**config.mk**
```make
export PLATFORM = sky130hd
export DESIGN_NAME = onehot_sel_seq_flat
export DESIGN_NICKNAME = d
export VERILOG_FILES = /design/src/rtl/onehot_sel_seq_if.sv /design/src/rtl/onehot_sel_seq.sv /design/src/flat_wrapper.sv
export SDC_FILE = /design/constraint.sdc
export NUM_CORES = 1
export LEC_CHECK = 0
export CAP_MARGIN = 15
export CORE_MARGIN = 5
export CORE_UTILIZATION = 52
export CTS_BUF_LIST = sky130_fd_sc_hd__clkbuf_4 sky130_fd_sc_hd__clkbuf_8
export DETAILED_ROUTE_END_ITERATION = 12
export GPL_ROUTABILITY_DRIVEN = 1
export PLACE_DENSITY = 0.79
export SETUP_SLACK_MARGIN = 0.02
export SLEW_MARGIN = 40
export SYNTH_ARGS = -nofsm -noshare
export SYNTH_HDL_FRONTEND = slang
export SYNTH_SLANG_ARGS = --single-unit
```
**constraint.sdc**
```tcl
create_clock -name clk -period 2.2 [get_ports clk]
set_input_delay 0.44 -clock clk [delete_from_list [all_inputs] [get_ports clk]]
set_output_delay 0.44 -clock clk [all_outputs]
set_load 0.05 [all_outputs]
```
**src/rtl/onehot_sel_seq_if.sv**
```systemverilog
// Request/response bundle between the layer controller (master) and the
// one-hot bank-select generator (slave).
interface onehot_sel_seq_if #(
    parameter int unsigned SEL_W = 4,
    parameter int unsigned N_OUT = 16
);
    logic             mode;
    logic [SEL_W-1:0] code;
    logic             code_valid;
    logic             start;
    logic [SEL_W-1:0] start_idx;
    logic [SEL_W-1:0] last_idx;
    logic             adv;
    logic [N_OUT-1:0] sel_onehot;
    logic             sel_valid;
    logic             busy;
    logic             done;
    logic             err;

    modport master (
        output mode, code, code_valid, start, start_idx, last_idx, adv,
        input  sel_onehot, sel_valid, busy, done, err
    );

    modport slave (
        input  mode, code, code_valid, start, start_idx, last_idx, adv,
        output sel_onehot, sel_valid, busy, done, err
    );
endinterface

```
**src/rtl/onehot_sel_seq.sv**
```systemverilog
// Registered one-hot bank select: direct decode of a code, or a pointer sweep start..last.
// Define ONEHOT_SEL_ERR_EN to reject out-of-range/misordered requests with an err pulse.
module onehot_sel_seq #(
    parameter int unsigned SEL_W = 4,
    parameter int unsigned N_OUT = 16
) (
    input logic             clk,
    input logic             rst_n,
    onehot_sel_seq_if.slave bus
);

    typedef enum logic [0:0] {StIdle, StSweep} state_e;

    localparam logic [SEL_W:0] NOutW = (SEL_W + 1)'(N_OUT);

    state_e           state_q, state_d;
    logic [SEL_W-1:0] ptr_q, ptr_d;
    logic [SEL_W-1:0] last_q, last_d;
    logic [N_OUT-1:0] sel_q, sel_d;
    logic             valid_q, valid_d;
    logic             busy_q, busy_d;
    logic             done_q, done_d;
    logic             start_ok;
    logic [SEL_W-1:0] si_eff, li_eff, ptr_inc;

    function automatic logic in_range(input logic [SEL_W-1:0] idx);
        return {1'b0, idx} < NOutW;
    endfunction

    function automatic logic [N_OUT-1:0] onehot(input logic [SEL_W-1:0] idx);
        return {{(N_OUT - 1){1'b0}}, 1'b1} << idx;
    endfunction

`ifdef ONEHOT_SEL_ERR_EN
    logic err_q, err_d;

    assign start_ok = in_range(bus.start_idx) && in_range(bus.last_idx) &&
                      (bus.start_idx <= bus.last_idx);
    assign si_eff   = bus.start_idx;
    assign li_eff   = bus.last_idx;
    // Legal sweeps never pass last, so the increment cannot leave range.
    assign ptr_inc  = ptr_q + SEL_W'(1);
    assign bus.err  = err_q;
`else
    localparam bit               IsPow2  = (N_OUT & (N_OUT - 1)) == 0;
    localparam logic [SEL_W-1:0] IdxMask = IsPow2 ? SEL_W'(N_OUT - 1) : {SEL_W{1'b1}};

    // Unchecked build: power-of-two banks wrap modulo N_OUT, others trust the caller.
    assign start_ok = 1'b1;
    assign si_eff   = bus.start_idx & IdxMask;
    assign li_eff   = bus.last_idx & IdxMask;
    assign ptr_inc  = (ptr_q + SEL_W'(1)) & IdxMask;
    assign bus.err  = 1'b0;
`endif

    always_comb begin
        state_d = state_q;
        ptr_d   = ptr_q;
        last_d  = last_q;
        sel_d   = '0;
        valid_d = 1'b0;
        busy_d  = 1'b0;
        done_d  = 1'b0;
`ifdef ONEHOT_SEL_ERR_EN
        err_d   = 1'b0;
`endif
        unique case (state_q)
            StIdle: begin
                // mode arbitrates when start and code_valid arrive together.
                if (bus.mode && bus.start) begin
                    if (start_ok) begin
                        state_d = StSweep;
                        ptr_d   = si_eff;
                        last_d  = li_eff;
                        sel_d   = onehot(si_eff);
                        valid_d = 1'b1;
                        busy_d  = 1'b1;
                    end else begin
`ifdef ONEHOT_SEL_ERR_EN
                        err_d = 1'b1;
`endif
                    end
                end else if (!bus.mode && bus.code_valid) begin
                    if (in_range(bus.code)) begin
                        sel_d   = onehot(bus.code);
                        valid_d = 1'b1;
                    end else begin
`ifdef ONEHOT_SEL_ERR_EN
                        err_d = 1'b1;
`endif
                    end
                end
            end
            StSweep: begin
                sel_d   = onehot(ptr_q);
                valid_d = 1'b1;
                busy_d  = 1'b1;
                if (bus.adv) begin
                    if (ptr_q == last_q) begin
                        state_d = StIdle;
                        sel_d   = '0;
                        valid_d = 1'b0;
                        busy_d  = 1'b0;
                        done_d  = 1'b1;
                    end else begin
                        ptr_d = ptr_inc;
                        sel_d = onehot(ptr_inc);
                    end
                end
            end
            default: state_d = StIdle;
        endcase
    end

    always_ff @(posedge clk or negedge rst_n) begin
        if (!rst_n) begin
            state_q <= StIdle;
            ptr_q   <= '0;
            last_q  <= '0;
            sel_q   <= '0;
            valid_q <= 1'b0;
            busy_q  <= 1'b0;
            done_q  <= 1'b0;
`ifdef ONEHOT_SEL_ERR_EN
            err_q   <= 1'b0;
`endif
        end else begin
            state_q <= state_d;
            ptr_q   <= ptr_d;
            last_q  <= last_d;
            sel_q   <= sel_d;
            valid_q <= valid_d;
            busy_q  <= busy_d;
            done_q  <= done_d;
`ifdef ONEHOT_SEL_ERR_EN
            err_q   <= err_d;
`endif
        end
    end

    assign bus.sel_onehot = sel_q;
    assign bus.sel_valid  = valid_q;
    assign bus.busy       = busy_q;
    assign bus.done       = done_q;

endmodule

```
**src/flat_wrapper.sv**
```systemverilog
// flat-port wrapper written by rule: the top's interface ports become plain ports
module onehot_sel_seq_flat 
#(
    parameter int unsigned SEL_W = 4,
    parameter int unsigned N_OUT = 16
)
  (clk, rst_n, bus_mode, bus_code, bus_code_valid, bus_start, bus_start_idx, bus_last_idx, bus_adv, bus_sel_onehot, bus_sel_valid, bus_busy, bus_done, bus_err);
  onehot_sel_seq_if #(.SEL_W(SEL_W), .N_OUT(N_OUT)) bus_i ();
  input logic clk;
  input logic rst_n;
  input wire logic [$bits(bus_i.mode)-1:0] bus_mode;
  input wire logic [$bits(bus_i.code)-1:0] bus_code;
  input wire logic [$bits(bus_i.code_valid)-1:0] bus_code_valid;
  input wire logic [$bits(bus_i.start)-1:0] bus_start;
  input wire logic [$bits(bus_i.start_idx)-1:0] bus_start_idx;
  input wire logic [$bits(bus_i.last_idx)-1:0] bus_last_idx;
  input wire logic [$bits(bus_i.adv)-1:0] bus_adv;
  output wire logic [$bits(bus_i.sel_onehot)-1:0] bus_sel_onehot;
  output wire logic [$bits(bus_i.sel_valid)-1:0] bus_sel_valid;
  output wire logic [$bits(bus_i.busy)-1:0] bus_busy;
  output wire logic [$bits(bus_i.done)-1:0] bus_done;
  output wire logic [$bits(bus_i.err)-1:0] bus_err;
  assign bus_i.mode = bus_mode;
  assign bus_i.code = bus_code;
  assign bus_i.code_valid = bus_code_valid;
  assign bus_i.start = bus_start;
  assign bus_i.start_idx = bus_start_idx;
  assign bus_i.last_idx = bus_last_idx;
  assign bus_i.adv = bus_adv;
  assign bus_sel_onehot = bus_i.sel_onehot;
  assign bus_sel_valid = bus_i.sel_valid;
  assign bus_busy = bus_i.busy;
  assign bus_done = bus_i.done;
  assign bus_err = bus_i.err;
  onehot_sel_seq #(.SEL_W(SEL_W), .N_OUT(N_OUT)) u_core (.clk(clk), .rst_n(rst_n), .bus(bus_i));
endmodule
```
# After elaboration in Yosys (flattened, before gate mapping)
# Index checks and enable logic that the tools add are counted.
[totals]
ff_bits = 27
input_bits = 18
out_inout_bits = 20
elab_cells = 40
[classes]
add_sub_neg = 1
eq_ne = 4
n_shift = 4
n_mux = 19
bitwise = 1
n_reduce_logical = 5
[ops]
columns = ["op", "n"]
rows = [
  ["$mux 16", 4],
  ["$shl 1x4->16 const A", 4],
  ["$pmux 16 s2", 1],
  ["$mux 4", 3],
  ["$mux 1", 8],
  ["$pmux 4 s2", 1],
  ["$add 4x1->4 const B", 1],
  ["$eq 4x4->1", 1],
  ["$ne 2x2->1 const B", 2],
  ["$pmux 1 s2", 2],
  ["$reduce_and 3->1", 1],
  ["$logic_and 1x1->1", 2],
  ["$ne 2x1->1 const B", 1],
  ["$reduce_and 2->1", 1],
  ["$logic_not 1->1", 1],
  ["$not 1->1", 1],
]

# Logic depth before layout (Yosys ltp)
# Gate-level depths: netlist of run 1.
[logic_depth]
depth_word = 5
ltp_mapped = 6
mapped_depth_nobuf = 6

# Worst setup path before layout of run 1
# Ideal clock, no wire load.
[synth_path]
kind = "flip-flop to flip-flop"
from = "register u_core.ptr_q[0]"
to = "register u_core.sel_q[12] (netlist: u_core.bus.sel_onehot[12])"
setup_ns = 0.090
t_arrival_ns = 1.792
required_ns = 2.110
slack_ns = 0.318
path_stages_with_launch = 7
path_buffers = 0
synth_period_minus_slack_ns = 1.882
cell_sequence = "dfrtp_1 -> ha_1 -> ha_1 -> and2b_1 -> nand2_1 -> or3b_1 -> o221ai_1"
[synth_between]
elab_chain_cells = 5
word_cells_on_any_way = 7
classes_between = "add/sub: 1; eq/ne: 1; shift: 2; mux: 3"
[synth_lines]
columns = ["element", "line_no", "rtl"]
rows = [
  ["start: declaration", "onehot_sel_seq.sv:17", "logic [SEL_W-1:0] ptr_q, ptr_d;"],
  ["start signal: assignment", "onehot_sel_seq.sv:129", "ptr_q <= ptr_d;"],
  ["$add 4x1->4", "onehot_sel_seq.sv:52", "assign ptr_inc = (ptr_q + SEL_W'(1)) & IdxMask;"],
  ["$shl 1x4->16", "onehot_sel_seq.sv:31", "return {{(N_OUT - 1){1'b0}}, 1'b1} << idx;"],
  ["$mux 16", "onehot_sel_seq.sv:99", "if (ptr_q == last_q) begin"],
  ["$mux 16 *", "onehot_sel_seq.sv:98", "if (bus.adv) begin"],
  ["$pmux 16 s2 *", "onehot_sel_seq.sv:67", "unique case (state_q)"],
  ["via u_core.sel_d[12]", "onehot_sel_seq.sv:19", "logic [N_OUT-1:0] sel_q, sel_d;"],
  ["end signal: assignment", "onehot_sel_seq.sv:131", "sel_q <= sel_d;"],
  ["end: declaration", "onehot_sel_seq.sv:19", ""],
]
# The timed path passes the listed nets; every way through them passes the cells marked *.
# A chain may end at the register's enable or synchronous reset.

# Final worst setup path of run 1
[layout_path]
from = "register u_core.ptr_q[2]"
to = "register u_core.sel_q[13] (netlist: u_core.bus.sel_onehot[13])"
# Same word-level chain as after synthesis.

==> results.md, run 1 <==
* Unique masters post-synth at 48
* Net Count, Synth at 204
* Clock Path Buffers at 2
* Fmax at 483.7 MHz
* Post-Route WL at 4.514 mm
* ANT cells at 0
* First-pass GRT wire length at 7.438 mm
* Port Buf Inserts at 36
* Fin cells at 262
* Initial antenna violation count at 0
* Crit start category: flop
* Post-synthesis area per instance at about 9.9 µm²
* Site Rows at 21
* Max VDD drop at 0.7106 mV
* Clock Skews at between 0.0006 and 0.0007 ns
* Largest net degree at the start of global routing at 29
* Pwr per Cell Area at 1372 mW/mm²
* CP required at 2.43 ns
* Die Width at 68.21 µm
* I/O Pins at 38
* Die height at 68.21 µm
* Register area share after synthesis at 38.35%
* Total negative slack at 0 ns
* Post-CTS resize count at 0
* Fraction of layout cells with a size suffix above 1 at 12.04%
* Number of synthesized register bits at 27
* Fill cells at 284
* Final HPWL DP at 3.443 mm
* Syn Std Cell Area at 0.001762 mm²
* Final hold violation count at 0
* Via count at 1,606
* Hold_ws at between 0.4 and 0.5 ns
* Multi-input logic area at 987.2 µm²
* Post-route DRC at 0
* Synth top area cells: dfrtp_1, ha_1, nand2_1
* Cts bufs inserted at 3
* Yosys top cell area share at around two fifths
* Gr busiest metal: met2
* Crit-path max FO at 6
* Final setup viols at 0
* TritonCTS clock tree: yes
* Least-Margin Pin Slew at between 0.5 and 0.6 ns
* Yosys top cell by area: dfrtp_1
* Layout area overhead at 25.50%
* Post-route ant nets at 0
* Placed Cells at roughly 260
* Core ar. at ~0.0033 mm²
* GRT Total Usage at 21.42%
* RePlAce Congestion at 0.9671
* Unrepaired setup endpoints after global routing: no
* Wire length per cell at 17.23 µm
* DRT iter0 DRCs at between 200 and 250
* Post-CTS Setup Repair Bufs at 0
* Die footprint at 0.004652 mm²
* Kind of critical path: flop to flop
* Vias in the first global route at between 1,500 and 2,000
* Aggregate global routing overflow at 0
* CP endpoint kind: flop
* Root Driver: clkbuf_4
* CTS Hold Bufs at 0
* TritonRoute pass-1 iters at 5
* Cells after synthesis at 178
* Worst min path class: input pin to asynchronous set/reset pin
* GRT met1 Usage at 28.02%
* Register area at between 600 and 700 µm²
* Max cap viols at 0
* Met3 GRT Util at 3.448%
* Met2 usage at between 30% and 40%
* Status: completed
* Synth warn at 0
* CTS clock-pin slew for the worst setup and hold paths at 0.14 ns
* Vias per cell at 6.130
* Leak at around 0.96 nW
* Fin crit share at 93.97%
* Crit path time final at 2.067 ns
* CP Data Arrival Time at 2.30 ns
* # H-tree levels at 1
* Clk Latency, worst-skew pair at 0.32 ns
* Fin. max-slew vios at 0
* Initial Util at 53.21%
* Max-slew headroom at 66.14%
* CTS Sinks at 27
* Nets@finish at 243
synthesized netlist by cell type, drive strengths merged:
cell,instances
nor3,6
a21o,2
nand2,17
xor2,1
and2b,1
mux2,4
nor3b,2
a221o,3
xnor2,4
nor4b,1
o221ai,4
nand4b,2
or4b,1
nand4bb,2
buf,7
dfrtp,27
a41o,1
clkbuf,4
nor2b,1
o21ai,1
nand3,5
a41oi,1
a32oi,1
and3,3
inv,6
nand4,5
nand3b,1
and4bb,2
o31ai,2
nand2b,7
nor2,15
o2bb2a,1
and3b,1
ha,8
a21oi,3
a31oi,8
conb,1
or3b,1
a211o,2
o32ai,2
o22ai,8
mux2i,4
worst max-delay path: stages, from the launching register on:
cell	delay (ns)
dfrtp_1	0.48
inv_1	0.15
ha_1	0.31
and2b_1	0.29
nand2_1	0.10
or3b_1	0.42
o221ai_1	0.23
layer usage:
layer,routed length (µm),vias to the layer above,share of wire (%)
met5,0,-,0
met4,63,0,1.4
met3,327,13,7.2
met2,2240,85,50
met1,1883,771,42
li1,-,737,-
through the flow:
| step | util, % | power (mW) | instance area, µm² | setup slack (ns) |
|---|---|---|---|---|
| 6_report | 66.78 | 3.033 | 2211 | 0.1327 |
| 3_5_place_dp | 65.87 | 2.798 | 2181 | 0.009503 |
| 4_1_cts | 66.78 | 3.029 | 2211 | 0.1515 |
| 3_3_place_gp | 65.87 | 2.743 | 2181 | 0.09444 |
| 2_1_floorplan | - | 2.244 | 1762 | 0.3178 |
| 5_1_grt | 66.78 | 3.249 | 2211 | 0.03051 |
final timing paths:
check                                                 endpoint  cells past startpoint  slack (ns)                          from
max in group asynchronous   u_core.bus.sel_onehot[0]$_DFF_PN0_                      2        1.49                         rst_n
hold / removal              u_core.bus.sel_onehot[8]$_DFF_PN0_                      2        0.47                         rst_n
setup reg to reg           u_core.bus.sel_onehot[13]$_DFF_PN0_                      6        0.13   u_core.ptr_q[2]$_DFFE_PN0P_
setup / recovery           u_core.bus.sel_onehot[13]$_DFF_PN0_                      6        0.13   u_core.ptr_q[2]$_DFFE_PN0P_
hold reg to reg                   u_core.last_q[0]$_DFFE_PN0P_                      1        0.57  u_core.last_q[0]$_DFFE_PN0P_
min in group clk                  u_core.last_q[0]$_DFFE_PN0P_                      1        0.57  u_core.last_q[0]$_DFFE_PN0P_
final cells by class:
class	instances	share of cell area, %
inverters	6	1.019
multi-input cells	134	44.65
flip-flops and latches	27	30.56
repair buffers	45	19.81
clock buffers	4	1.358
well taps	46	2.603
layout by cell type (no fill, tap or decap), types with 2 or more instances in the layout:
master,instances
clkdlybuf4s50_1,35
o22ai_1,8
mux2i_1,4
a221o_1,3
o31ai_1,2
and4bb_2,2
nand4_1,4
nand4b_1,2
nor3_1,6
nand2_1,17
inv_1,6
ha_1,8
dfrtp_1,27
a21oi_1,2
o32ai_1,2
mux2_2,4
buf_4,9
and3_1,3
a31oi_1,7
o221ai_1,4
xnor2_1,3
clkbuf_4,4
nor2_1,15
nor3b_1,2
nand3_1,5
a21o_1,2
nand2b_1,7
nand4bb_1,2
a211o_1,2
power by group:
group	leakage, nW	total [mW]	switching, mW	internal (mW)
clock	0.0184	0.228	0.144	0.0833
combinational	0.598	2.01	1.23	0.782
sequential	0.345	0.793	0.113	0.680
total	0.961	3.03	1.49	1.55
cells by family (layout without fill, tap and decap cells):
family / after synthesis / count (layout) / synth area share [%]
AO/OA/AOI/OAI: 39 / 39 / 17.40
XOR/XNOR: 5 / 5 / 2.913
adder cells (fa/ha/maj): 8 / 8 / 5.682
buffers and inverters: 17 / 55 / 5.610
flip-flops: 27 / 27 / 38.35
multiplexers: 8 / 8 / 4.829
other: 1 / 1 / 0.2129
AND/OR/NAND/NOR: 73 / 73 / 25.00
flip-flops by register name, indices dropped and copies added (netlist names):
name	cells
u_core.bus.sel_onehot	16
u_core.bus.sel_valid	1
u_core.ptr_q	4
u_core.state_q	1
u_core.last_q	4
u_core.bus.done	1
Power figures use the tool's default switching activity.
==> run 2, diff against run 1 <==
Settings changed: CORE_UTILIZATION 52 to 55, PLACE_DENSITY 0.79 to 0.83.
Clock period 2.2 ns to 2.4 ns, I/O delays scaled along.
==> run 2 against run 1 <==
  * Combinational power decreased by 12%
  * Critical path type unchanged
  * Clock power decreased by 6%
  * Clock skew about the same
  * Largest cell class unchanged
  * Critical endpoint is now u_core.bus.sel_onehot[12]$_DFF_PN0_
  * Hold slack improved by 0.032 ns
==> results.md, run 2 (synthesis results as in run 1) <==
* Site Rows at 20
* TritonRoute pass-1 iters at 4
* Final setup viols at 0
* Kind of critical path: flop to flop
* Crit path time final at 2.180 ns
* Die height at 66.60 µm
* Wire length per cell at between 15 and 20 µm
* GRT Total Usage at 22.93%
* Leak at 0.9363 nW
* Final hold violation count at 0
* CP endpoint kind: flop
* Post-Route WL at 4.750 mm
* Fraction of layout cells with a size suffix above 1 at 10.38%
* Total negative slack at 0 ns
* I/O Pins at 38
* Initial antenna violation count at 0
* Final Util at 70.94%
* Leading cell type in the layout, fill and taps excluded: clkdlybuf4s50_1
* P_int at 1.354 mW
* CP most frequent cell: ha_1
* Crit start category: flop
* Clock Path Buffers at 2
* Sw Pwr at approximately 1.4 mW
* Crit path buffers/inverters at 0
* Least-Margin Pin Slew at 0.5119 ns
* Max cap viols at 0
* CP required at ~2.7 ns
* # H-tree levels at 1
* Largest net degree at the start of global routing at 29
* Status: completed
* Max VDD drop at 0.9041 mV
* Post-CTS resize count at 0
* Max-slew headroom at 65.77%
* Initial Util at 57.70%
* Clk pwr share at 7.9%
* Clk Latency, worst-skew pair at 0.33 ns
* Unrepaired setup endpoints after global routing: no
* Aggregate global routing overflow at 0
* Port Buf Inserts at 36
* First-pass GRT wire length at approximately 7.7 mm
* Core ar. at 0.003053 mm²
* Post-CTS Setup Repair Bufs at 0
* CTS Sinks at 27
* RePlAce Congestion at around 0.90
* Commonest cells after routing, fill and taps aside: clkdlybuf4s50_1, dfrtp_1, nand2_1, nor2_1
* Post-route DRC at 0
* CP Cell Sequence: ha_1 > ha_1 > and2b_1 > nand2_1 > or3b_1 > o221ai_1
* Layout area overhead at 22.94%
* Critical-path top delay cell: dfrtp_1
* Final HPWL DP at 3.509 mm
* Fin crit share at about nine tenths
* Post-route ant nets at 0
* CTS Hold Bufs at 0
* Net Sw Frac at about half
* Die footprint at 0.004435 mm²
* Via count at between 1,500 and 2,000
* Worst min path class: input pin to asynchronous set/reset pin
* Vias per cell at 6.277
* Fmax at 458.8 MHz
* CTS clock-pin slew for the worst setup and hold paths at 0.15 ns
* Root Driver: clkbuf_4
* Critical Path Max Stage Delay at slightly below 0.5 ns
* Pwr per Cell Area at 1262 mW/mm²
* Nets@finish at 239
* Fill cells at 259
* Crit-path leading delay family: simple AND/OR/NAND/NOR gates
* Combinational Power Share at 64.7%
* Fin. max-slew vios at 0
* Sequential share of power at 27.4%
* Cts bufs inserted at 3
* DRT iter0 DRCs at 106
* Max FFs per register at 16
* Crit-path max FO at 7
* Die Width at 66.60 µm
* Clock Skews at 0.0009334 ns
* TritonCTS clock tree: yes
* Vias in the first global route at between 1,500 and 2,000
* CP Data Arrival Time at 2.43 ns
* ANT cells at 0
run 2: cell types whose count changed in the layout (fill, tap and decap cells not counted):
cell    delta
buf_4      -3
buf_12     -1
run 2: routing by layer:
| layer | GRT usage, % | vias to the layer above | routed length, µm |
|---|---|---|---|
| met5 | 0 | - | 0 |
| met4 | 9.645 | 0 | 74 |
| met3 | 3.204 | 9 | 474 |
| met2 | 37.00 | 100 | 2291 |
| met1 | 30.63 | 770 | 1910 |
| li1 | - | 728 | - |
run 2: worst paths after layout:
path / startpoint / to / slack, ns / depth (start not counted)
max in group asynchronous: rst_n / u_core.bus.sel_onehot[7]$_DFF_PN0_ / 1.65 / 2
min in group clk: u_core.last_q[0]$_DFFE_PN0P_ / u_core.last_q[0]$_DFFE_PN0P_ / 0.56 / 1
worst min register to register: u_core.last_q[0]$_DFFE_PN0P_ / u_core.last_q[0]$_DFFE_PN0P_ / 0.56 / 1
worst min-delay path: rst_n / u_core.bus.done$_DFF_PN0_ / 0.50 / 2
worst max-delay path: u_core.ptr_q[0]$_DFFE_PN0P_ / u_core.bus.sel_onehot[12]$_DFF_PN0_ / 0.22 / 6
worst max register to register: u_core.ptr_q[0]$_DFFE_PN0P_ / u_core.bus.sel_onehot[12]$_DFF_PN0_ / 0.22 / 6
run 2: through the flow:
step	instance area (µm²)	power [mW]	setup WS, ns	hold WS [ns]	std cells
2_1_floorplan	1762	2.057	0.5178	0.1844	178
3_3_place_gp	2136	2.452	0.2486	0.5127	252
3_5_place_dp	2136	2.510	0.2123	0.5277	252
4_1_cts	2166	2.722	0.2393	0.5089	256
5_1_grt	2166	2.905	0.1329	0.5123	256
6_report	2166	2.734	0.2202	0.4977	256
run 2: layout make-up:
type / instances / area [µm²] / area share (%)
sequential: 27 / 675.6 / 31.20
inverter: 6 / 22.52 / 1.040
clock buffer: 4 / 30.03 / 1.386
multi-input combinational: 134 / 987.2 / 45.58
timing repair buffer: 41 / 395.4 / 18.26
tap: 44 / 55.05 / 2.542
run 2: worst register-to-register path: stages, from the launching register on:
cell and delay [ns]:
dfrtp_1 0.49, ha_1 0.28, ha_1 0.27, and2b_1 0.31, nand2_1 0.11, or3b_1 0.42, o221ai_1 0.22
run 2: power by group through the flow:
stage                     sequential [mW]  clock [mW]  combinational, mW
after global routing                0.773       0.239               1.89
after floorplan                      1.06           0              0.996
after CTS                           0.750       0.217               1.76
after global placement              0.752           0               1.70
final                               0.750       0.215               1.77
after detailed placement            0.761           0               1.75
==> run 3, diff against run 2 <==
==> constraint.sdc (replaced) <==
create_clock -name clk -period 2.4 [get_ports clk]
set_input_delay 0.6 -clock clk [delete_from_list [all_inputs] [get_ports clk]]
set_output_delay 0.6 -clock clk [all_outputs]
set_load 0.05 [all_outputs]
==> run 3 against run 2 <==
  * Clock skew increased by 0.0019 ns
  * Hold slack better by 0.051 ns
  * Cell area rose by 0.81%
  * Clock power down 4%
  * Cell count grew 0.39%
  * Sequential share of layout area fell by 0.25 points
  * Largest power group unchanged
  * Utilization up 0.57 points
  * Critical path type unchanged
  * Global-route usage increased by 0.44 points
  * Via count down 0.87%
  * Power grew 1.2%
  * First-iteration DRC count rose by 4.7%
==> results.md, run 3 (synthesis results as in run 1) <==
* Status: completed
* Crit path buffers/inverters at 0
* CP most frequent cell: ha_1
* Vias in the first global route at 1,600
* CP Data Arrival Time at 2.43 ns
* Commonest cells after routing, fill and taps aside: clkdlybuf4s50_1, dfrtp_1, nand2_1, nor2_1
* Initial antenna violation count at 0
* Fraction of layout cells with a size suffix above 1 at between 10% and 20%
* Max VDD drop at about 0.72 mV
* Post-CTS resize count at 0
* Final worst slack at 0.2324 ns
* Max cap viols at 0
* Die Width at 66.60 µm
* Fin. max-slew vios at 0
* Leak at approximately 0.95 nW
* Combinational Power Share at roughly 64%
* Crit path from: u_core.ptr_q[0]$_DFFE_PN0P_
* GRT Total Usage at 23.37%
* Worst min path class: flop to flop
* Core ar. at 0.003053 mm²
* Hold_ws at about 0.55 ns
* CP endpoint kind: flop
* Leading cell type in the layout, fill and taps excluded: clkdlybuf4s50_1
* Final HPWL DP at 3.569 mm
* CTS clock-pin slew for the worst setup and hold paths at 0.15 ns
* Total power at around 2.8 mW
* RePlAce Congestion at 0.9703
* Pwr per Cell Area at 1267 mW/mm²
* Site Rows at 20
* Clk Latency, worst-skew pair at 0.34 ns
* Clock Skews at 0.002832 ns
* First-pass GRT wire length at 7.845 mm
* Crit path time final at 2.168 ns
* Total negative slack at 0 ns
* Cts bufs inserted at 3
* CP required at 2.66 ns
* CP Cell Sequence: ha_1 > ha_1 > and2b_1 > nand2_1 > or3b_1 > o221ai_1
* Sw Pwr at about 1.4 mW
* Worst reg2reg startpoint: u_core.ptr_q[0]$_DFFE_PN0P_
* TritonRoute pass-1 iters at 8
* P_int at 1.366 mW
* DRT iter0 DRCs at 111
* Post-route ant nets at 0
* Max-slew headroom at 65.88%
* Kind of critical path: flop to flop
* Aggregate global routing overflow at 0
* Largest net degree at the start of global routing at 28
* # H-tree levels at 1
* Final setup viols at 0
* Initial Util at between 50% and 60%
* CTS Sinks at 27
* Wire length per cell at 18.55 µm
* Root Driver: clkbuf_4
* CTS Hold Bufs at 0
* Crit-path max FO at 7
* Post-CTS Setup Repair Bufs at 0
* Sequential share of power at between 20% and 30%
* Via count at 1,593
* Net Sw Frac at 50.60%
* Nets@finish at 240
* Layout area overhead at 23.93%
* Final hold violation count at 0
* Die height at 66.60 µm
* DP Worst Slack at around 0.13 ns
* Critical Path Max Stage Delay at about 0.50 ns
* Clock Path Buffers at 2
* Fin crit share at 90.32%
* Clk pwr share at under 10%
* ANT cells at 0
* Max FFs per register at 16
* Fmax at 461.3 MHz
* Critical-path top delay cell: dfrtp_1
* Post-Route WL at 4.767 mm
* Unrepaired setup endpoints after global routing: no
* TritonCTS clock tree: yes
* Least-Margin Pin Slew at 0.5101 ns
* Crit start category: flop
* Post-route DRC at 0
* HP Start: u_core.last_q[2]$_DFFE_PN0P_
* Crit-path leading delay family: simple AND/OR/NAND/NOR gates
* Vias per cell at 6.198
* Port Buf Inserts at 36
* I/O Pins at 38
* Die footprint at 0.004435 mm²
run 3: cell types whose count changed in the layout (fill, tap and decap cells not counted), sizes merged:
cell,before,now
clkbuf,4,3
clkinv,0,1
buf,6,7
run 3: power by group through the flow:
stage	registers, mW	clock network, mW	logic, mW
after floorplan	1.06	0	0.996
after global placement	0.781	0	1.71
after detailed placement	0.793	0	1.75
after CTS	0.783	0.203	1.76
after global routing	0.807	0.225	1.89
final	0.785	0.206	1.77
run 3: through the flow:
stage / utilization (%) / instance area, µm² / instances
finish: 71.52 / 2183 / 257
CTS: 71.52 / 2183 / 257
floorplan: - / 1762 / 178
global route: 71.52 / 2183 / 257
detailed placement: 70.61 / 2156 / 253
global placement: 70.61 / 2156 / 253
run 3: cell type report:
| type | count | area [µm²] |
|---|---|---|
| timing repair buffer | 42 | 415.4 |
| clock inverter | 1 | 5.005 |
| fill | 231 | 869.6 |
| clock buffer | 3 | 22.52 |
| inverter | 6 | 22.52 |
| sequential | 27 | 675.6 |
| tap | 44 | 55.05 |
| multi-input combinational | 134 | 987.2 |
run 3: per-layer routing:
layer  wire length (µm)  part of all wire [%]  global-route usage [%]  vias to the layer above
li1                   -                     -                       -                      732
met1               1886                    40                   29.98                      763
met2               2337                    49                   39.98                       87
met3                452                   9.5                   2.867                       11
met4                 89                   1.9                   8.629                        0
met5                  0                     0                       0                        -
run 3: final timing paths:
check                                                      endpoint  slack, ns  cells past startpoint
worst max-delay path            u_core.bus.sel_onehot[13]$_DFF_PN0_       0.23                      6
worst min-delay path                   u_core.last_q[2]$_DFFE_PN0P_       0.55                      1
max in group asynchronous               u_core.ptr_q[2]$_DFFE_PN0P_       1.52                      2
worst min register to register         u_core.last_q[2]$_DFFE_PN0P_       0.55                      1
worst max register to register  u_core.bus.sel_onehot[13]$_DFF_PN0_       0.23                      6
min in group asynchronous                 u_core.bus.done$_DFF_PN0_       0.61                      2
